$ cat src/rtl/pulse_extender.sv
// rtl/pulse_extender.sv - stretches single-cycle event strobes into pulses with guaranteed high time and low gap
`timescale 1ns/1ps
module pulse_extender #(
  parameter int LENGTH_IN_BITS = 4,
  parameter int GAP_IN_BITS    = 4,
  parameter int PENDING_BITS   = 2
) (
  input  logic clk,
  input  logic reset,
  input  logic in,
  output logic out,
  output logic busy,
  output logic overflow
);

  localparam int CW = (LENGTH_IN_BITS > GAP_IN_BITS) ? LENGTH_IN_BITS : GAP_IN_BITS;
  localparam logic [CW-1:0] HIGH_LAST = CW'((1 << LENGTH_IN_BITS) - 1);
  localparam logic [CW-1:0] GAP_LAST  = CW'((1 << GAP_IN_BITS) - 1);
  localparam logic [PENDING_BITS-1:0] PEND_MAX = '1;

  typedef enum logic [1:0] {
    S_IDLE = 2'd0,
    S_HIGH = 2'd1,
    S_GAP  = 2'd2
  } state_t;

  state_t                  state;
  logic [CW-1:0]           count;
  logic [PENDING_BITS-1:0] pending;

  always_ff @(posedge clk or negedge reset) begin
    if (!reset) begin
      state    <= S_IDLE;
      count    <= '0;
      pending  <= '0;
      out      <= 1'b0;
      busy     <= 1'b0;
      overflow <= 1'b0;
    end else begin
      overflow <= 1'b0;
      case (state)
        S_IDLE: begin
          count <= '0;
          if (in) begin
            state <= S_HIGH;
            out   <= 1'b1;
            busy  <= 1'b1;
          end
        end
        S_HIGH: begin
          if (count == HIGH_LAST) begin
            state <= S_GAP;
            out   <= 1'b0;
            count <= '0;
          end else begin
            count <= count + 1'b1;
          end
          if (in) begin
            if (pending != PEND_MAX) pending <= pending + 1'b1;
            else                     overflow <= 1'b1;
          end
        end
        S_GAP: begin
          if (count == GAP_LAST) begin
            count <= '0;
            // An event arriving on the consuming cycle cancels the decrement.
            if (pending != '0) begin
              state <= S_HIGH;
              out   <= 1'b1;
              if (!in) pending <= pending - 1'b1;
            end else if (in) begin
              state <= S_HIGH;
              out   <= 1'b1;
            end else begin
              state <= S_IDLE;
              busy  <= 1'b0;
            end
          end else begin
            count <= count + 1'b1;
            if (in) begin
              if (pending != PEND_MAX) pending <= pending + 1'b1;
              else                     overflow <= 1'b1;
            end
          end
        end
        default: begin
          state   <= S_IDLE;
          count   <= '0;
          pending <= '0;
          out     <= 1'b0;
          busy    <= 1'b0;
        end
      endcase
    end
  end

  a_idle_no_pending: assert property (@(posedge clk) disable iff (!reset)
    (state == S_IDLE) |-> (pending == '0));

endmodule

$ cat config.mk
export PLATFORM = sky130hd
export DESIGN_NAME = pulse_extender
export DESIGN_NICKNAME = d
export VERILOG_FILES = /design/src/rtl/pulse_extender.sv
export SDC_FILE = /design/constraint.sdc
export NUM_CORES = 1
export LEC_CHECK = 0
export ABC_AREA = 1
export BUFFER_PORTS_ARGS = -buffer_cell sky130_fd_sc_hd__buf_2
export CAP_MARGIN = 20
export CORE_UTILIZATION = 35
export DETAILED_ROUTE_END_ITERATION = 6
export GPL_TIMING_DRIVEN = 1
export PLACE_DENSITY = 0.48
export SLEW_MARGIN = 25
export SYNTH_ARGS = -nofsm -noshare
export SYNTH_HDL_FRONTEND = slang
export SYNTH_SLANG_ARGS = --single-unit
$ cat constraint.sdc
create_clock -name clk -period 1.88 [get_ports clk]
set_input_delay 0.47 -clock clk [delete_from_list [all_inputs] [get_ports clk]]
set_output_delay 0.47 -clock clk [all_outputs]
set_load 0.02 [all_outputs]
==> results of run 1 <==
## cells by family (layout without fill, tap and decap cells)
family	Yosys count	count (layout)
xor gates and xnor gates	1	1
buffers and inverters	13	21
and+or+nand+nor	47	47
DFF	11	11
adders and majority gates	8	8
AOI/OAI and AO/OA	11	11
## power groups by stage
| stage | logic (mW) | clock network (mW) | registers (mW) |
|---|---|---|---|
| floorplan | 0.467 | 0 | 0.398 |
| global placement | 0.602 | 0 | 0.385 |
| detailed placement | 0.596 | 0 | 0.388 |
| CTS | 0.601 | 0.177 | 0.384 |
| global route | 0.693 | 0.186 | 0.397 |
| finish | 0.599 | 0.170 | 0.382 |
## registers in the layout, indices dropped and copies added (netlist names)
| signal | cells |
|---|---|
| out | 1 |
| count | 4 |
| busy | 1 |
| pending | 2 |
| state | 2 |
| overflow | 1 |
## layout make-up
cell class	count	area (um^2)	share of cell area (%)
multi-input combinational	67	382	48.6
sequential	11	275	35.0
inverter	12	45.0	5.73
tap	25	31.3	3.98
timing repair buffer	5	25.0	3.18
clock buffer	3	22.5	2.87
clock inverter	1	5.00	0.637
## through the flow
step                area, um^2  utilization, %  hold WS [ns]
detailed placement         758            41.6         0.359
global route               786            43.2        0.0640
CTS                        786            43.2        0.0545
finish                     786            43.2        0.0426
floorplan                  713               -         0.174
global placement           758            41.6         0.358
## metal layers
layer  track usage (%)  share of wire, %
met1              20.4                48
met2              22.8                45
met3              2.31               3.7
met4              9.71               3.0
met5                 0                 0
## worst max-delay path by stage
| stage | from | end | slack, ns | depth (start not counted) |
|---|---|---|---|---|
| 2_1_floorplan | state[0] | pending[0] | 0.66 | 10 |
| 3_3_place_gp | state[0] | pending[1] | 0.51 | 9 |
| 3_5_place_dp | state[0] | pending[0] | 0.47 | 9 |
| 4_1_cts | state[0] | pending[0] | 0.45 | 9 |
| 5_1_grt | state[0] | pending[1] | 0.31 | 9 |
| 6_report | state[0] | pending[1] | 0.44 | 9 |
## synthesized netlist by cell type
cell type	instances	share of area, %
o21ai_0	3	2.1
buf_6	1	1.6
nand2_1	28	15
a21o_1	1	1.1
ha_1	8	14
inv_1	11	5.8
nand3_1	4	2.8
nand2_2	6	5.3
o211ai_1	1	1.1
nand4_1	1	0.88
xor2_1	1	1.2
inv_2	1	0.53
o21ai_2	1	1.2
nor2_2	1	0.88
a21oi_1	2	1.4
o21ai_1	3	2.1
nor3_1	1	0.70
dfrtp_1	11	39
nand3_2	1	1.4
nor2_1	5	2.6
## cell usage in the layout, fill, tap and decap left out
cell type,n
a21o_1,1
a21oi_1,2
buf_2,5
clkbuf_4,3
clkinv_2,1
dfrtp_1,11
ha_1,8
inv_1,11
inv_2,1
nand2_1,28
nand2_2,6
nand3_1,4
nand3_2,1
nand4_1,1
nor2_1,5
nor2_2,1
nor3_1,1
o211ai_1,1
o21ai_0,3
o21ai_1,3
o21ai_2,1
xor2_1,1
## critical path: stages (launching register included)
cell     delay (ns)
dfrtp_1        0.42
inv_1          0.10
ha_1           0.37
nand2_2        0.11
nand2_1        0.07
nand2_1        0.06
nand2_2        0.08
nor2_2         0.04
nand2_1        0.05
nand2_1        0.04
==> qor.csv, run 1 <==
metric,value,unit
reg2reg_depth,9,
maxSlewHeadroom,76.8,%
syn_area,713,um^2
synth_top_family_by_area,simple AND/OR/NAND/NOR gates,
avgSynthCellArea,7.84,um^2
synth-seq-cells,11,
clockRootBuffer,clkbuf_4,
row_count,15,
cts.sinks,11,
drc,0,
ios,6,
io_buffers,5,
combPwrFrac,52.0,%
place_inst,120,
wire_per_inst,11.1,um
start_util,39.2,%
p_total,1.15,mW
seqPwrFrac,33.2,%
cts_tree,done,
die_area,0.00222,mm^2
cts_made_buffers,3,
cts.path.max_buffers,2,
setup_ws,0.435,ns
hp-class,primary input to async pin,
via_per_inst,4.61,
peakVddDrop,0.560,mV
grt_pass1_vias,537,
clk_pin_slew,0.08,ns
instances_no_fill,124,
grt_max_degree,12,
fill_cells,190,
critPathMaxFanout,8,
hpwl,1.02,mm
cts_htree_levels,1,
postCtsSetupRepairBufs,0,
arrival,1.62,ns
reg2reg_to,pending[1],
hold_viol_final,0,
synth_compound_area_share,8.95,%
p_per_area,1470,mW/mm^2
vias,572,
dr.pass1.iters,4,
synth_cell_types,20,
drt_iter0_drc,5,
die_h,47.1,um
postRouteAntennaNets,0,
gr-total-overflow,0,
gp_congestion,0.792,
yosysWarnings,0,
critPathRequiredTime,2.05,ns
syn_inst,91,
synth_fa_ha_area_share,14.0,%
cap_viol_max_count,0,
r2r_start,state[0],
synth-simple-area-share,29.3,%
p_int,0.615,mW
syn_nets,102,
ctsResizeCount,0,
fin_nets,111,
period_share,76.8,%
core,0.00182,mm^2
power_leakage,0.425,nW
area_growth,10.2,%
yosysSeqAreaShare,38.6,%
r2r_slack,0.44,ns
critPathLaunchType,register,
pre_cts_ws,0.473,ns
setup_tns,0,ns
drive_above_1_share,19.2,%
fmax,692,MHz
worstSetupEndpointType,register,
clk_latency,0.28,ns
min_period,1.44,ns
synth-xor-area-share,1.23,%
critPathKind,register to register,
track_usage,15.2,%
grt_antenna_before_repair,0,
worstMarginPinSlew,0.347,ns
switchingPower,0.536,mW
drv_slew,0,
routed_wl,1.37,mm
die_x,47.1,um
grt_pass1_wl,2.28,mm
synth_mux_area_share,0,%
final-setup-viol-count,0,
rsz0062_at_grt,no,
status,"complete, no violations",
p_clk_share,14.8,%
fin_skew,0.00660,ns
ctsHoldBuffers,0,
sw_frac_of_total,46.6,%
diodes,0,
(Power assumes the default switching activity.)
==> run 2, diff against run 1 <==
==> constraint.sdc (replaced) <==
create_clock -name clk -period 1.5 [get_ports clk]
set_input_delay 0.375 -clock clk [delete_from_list [all_inputs] [get_ports clk]]
set_output_delay 0.375 -clock clk [all_outputs]
set_load 0.02 [all_outputs]
==> run 2 against run 1 <==
Compared with the run above:
- clock power up 24%
- maximum frequency up 7.3%
- non-clock buffer count is 1 higher
- flip-flop and latch count unchanged
- largest cell class unchanged
- via count decreased by 1.2%
- setup slack lost 0.28 ns
- critical path depth decreased by 2
- wire length decreased by 4.7%
- combinational power is 25% higher
- critical path type unchanged
- utilization increased by 0.69 points
==> qor.csv, run 2 (synthesis gave the netlist of run 1 again) <==
metric,value,unit,change
pre_cts_ws,0.0854,ns,was 0.473 ns
critPathRequiredTime,1.67,ns,was 2.05 ns
peakVddDrop,0.796,mV,was 0.560 mV
ios,6,,unchanged
p_per_area,1790,mW/mm^2,was 1470 mW/mm^2
die_x,47.1,um,unchanged
period_share,89.8,%,was 76.8%
worstSetupEndpointType,register,,unchanged
largest_register,count,,unchanged
cts.sinks,11,,unchanged
whs,0.378,ns,was 0.0426 ns
critPathMaxFanout,8,,unchanged
maxSlewHeadroom,82.9,%,was 76.8%
setup_tns,0,ns,unchanged
area_growth,11.9,%,was 10.2%
clk_pin_slew,0.07,ns,was 0.08 ns
cts_htree_levels,1,,unchanged
multi_input_area,384,um^2,was 382 um^2
arrival,1.52,ns,was 1.62 ns
critPathLaunchType,register,,unchanged
cts_tree,done,,unchanged
via_per_inst,4.52,,was 4.61
core,0.00182,mm^2,unchanged
die_area,0.00222,mm^2,unchanged
io_buffers,5,,unchanged
setup_ws,0.153,ns,was 0.435 ns
gr-total-overflow,0,,unchanged
critPathKind,register to register,,unchanged
p_total,1.43,mW,was 1.15 mW
r2r_start,state[0],,unchanged
drive_above_1_share,20.0,%,was 19.2%
power_leakage,0.427,nW,was 0.425 nW
gp_congestion,0.806,,was 0.792
dpl-instance-area,758,um^2,unchanged
hpwl,1.00,mm,was 1.02 mm
cts_made_buffers,3,,unchanged
min_period,1.35,ns,was 1.44 ns
drt_iter0_drc,8,,was 5
drc,0,,unchanged
clk_latency,0.27,ns,was 0.28 ns
drv_slew,0,,unchanged
critPathLaunch,state[0],,unchanged
worstHoldStart,in,,
track_usage,15.2,%,about the same
largest_reg_flops,4,,unchanged
hold_viol_final,0,,unchanged
rsz0062_at_grt,no,,unchanged
grt_antenna_before_repair,0,,unchanged
diodes,0,,unchanged
grt_max_degree,12,,unchanged
grt_pass1_vias,527,,was 537
fill_cells,196,,was 190
hp-class,primary input to register,,was primary input to async pin
wire_per_inst,10.5,um,was 11.1 um
reg_top3,"count x4, pending x2, state x2",,unchanged
fin_nets,112,,was 111
postCtsSetupRepairBufs,0,,unchanged
vias,565,,was 572
cap_viol_max_count,0,,unchanged
reg2reg_depth,7,,was 9
clockRootBuffer,clkbuf_4,,unchanged
die_h,47.1,um,unchanged
fin_area,798,um^2,was 786 um^2
fin_skew,0.000769,ns,was 0.00660 ns
ff_latch_area,275,um^2,unchanged
routed_wl,1.31,mm,was 1.37 mm
status,"complete, no violations",,unchanged
fmax,743,MHz,was 692 MHz
start_util,39.2,%,unchanged
layout_common_cells,"28 x nand2_1, 11 x inv_1, 11 x dfrtp_1",,unchanged
grt_pass1_wl,2.20,mm,was 2.28 mm
worstMarginPinSlew,0.256,ns,was 0.347 ns
postRouteAntennaNets,0,,unchanged
final-setup-viol-count,0,,unchanged
hold_depth,3,,
dr.pass1.iters,4,,unchanged
cts.path.max_buffers,2,,unchanged
row_count,15,,unchanged
final_common_cell,nand2_1,,unchanged
[run 2: layout make-up]
cell class	count	area share [%]
flip-flops and latches	11	34.5
multi-input cells	67	48.1
clock buffers	3	2.82
clock inverters	1	0.627
repair buffers	6	4.39
well taps	25	3.92
inverters	12	5.64
[run 2: where the power goes]
group          switching, mW  total [mW]  internal (mW)
clock                  0.111       0.210         0.0989
sequential            0.0809       0.475          0.395
combinational          0.465       0.747          0.282
[run 2: path summary, 6_finish.rpt]
path / endpoint / slack, ns
worst max-delay path: busy / 0.15
worst min-delay path: overflow / 0.38
worst max register to register: busy / 0.15
worst min register to register: count[0] / 0.46
max in group asynchronous: pending[0] / 0.80
min in group asynchronous: state[1] / 0.49
[run 2: routing by layer]
layer	track usage (%)	wire, um
met1	18.7	653
met2	23.6	593
met3	2.31	27
met4	12.0	34
met5	0	0
[run 2: what timing repair did]
action                                  CTS  global route
hold endpoints to repair                 11             0
resized for setup                         0             1
endpoints found under the setup margin    0             4
hold buffers                              1             0
[run 2: worst max-delay path, cell delays in order (launching register included)]
cell     delay, ns
dfrtp_1       0.42
inv_1         0.10
ha_2          0.29
inv_1         0.08
nor2_1        0.16
nor3_1        0.07
nand3_1       0.07
nand2_1       0.05
[run 2: metrics by stage]
stage	utilization [%]	cells
after global routing	43.8	125
after detailed placement	41.6	120
after floorplan	-	91
after global placement	41.6	120
final	43.8	125
after CTS	43.7	125
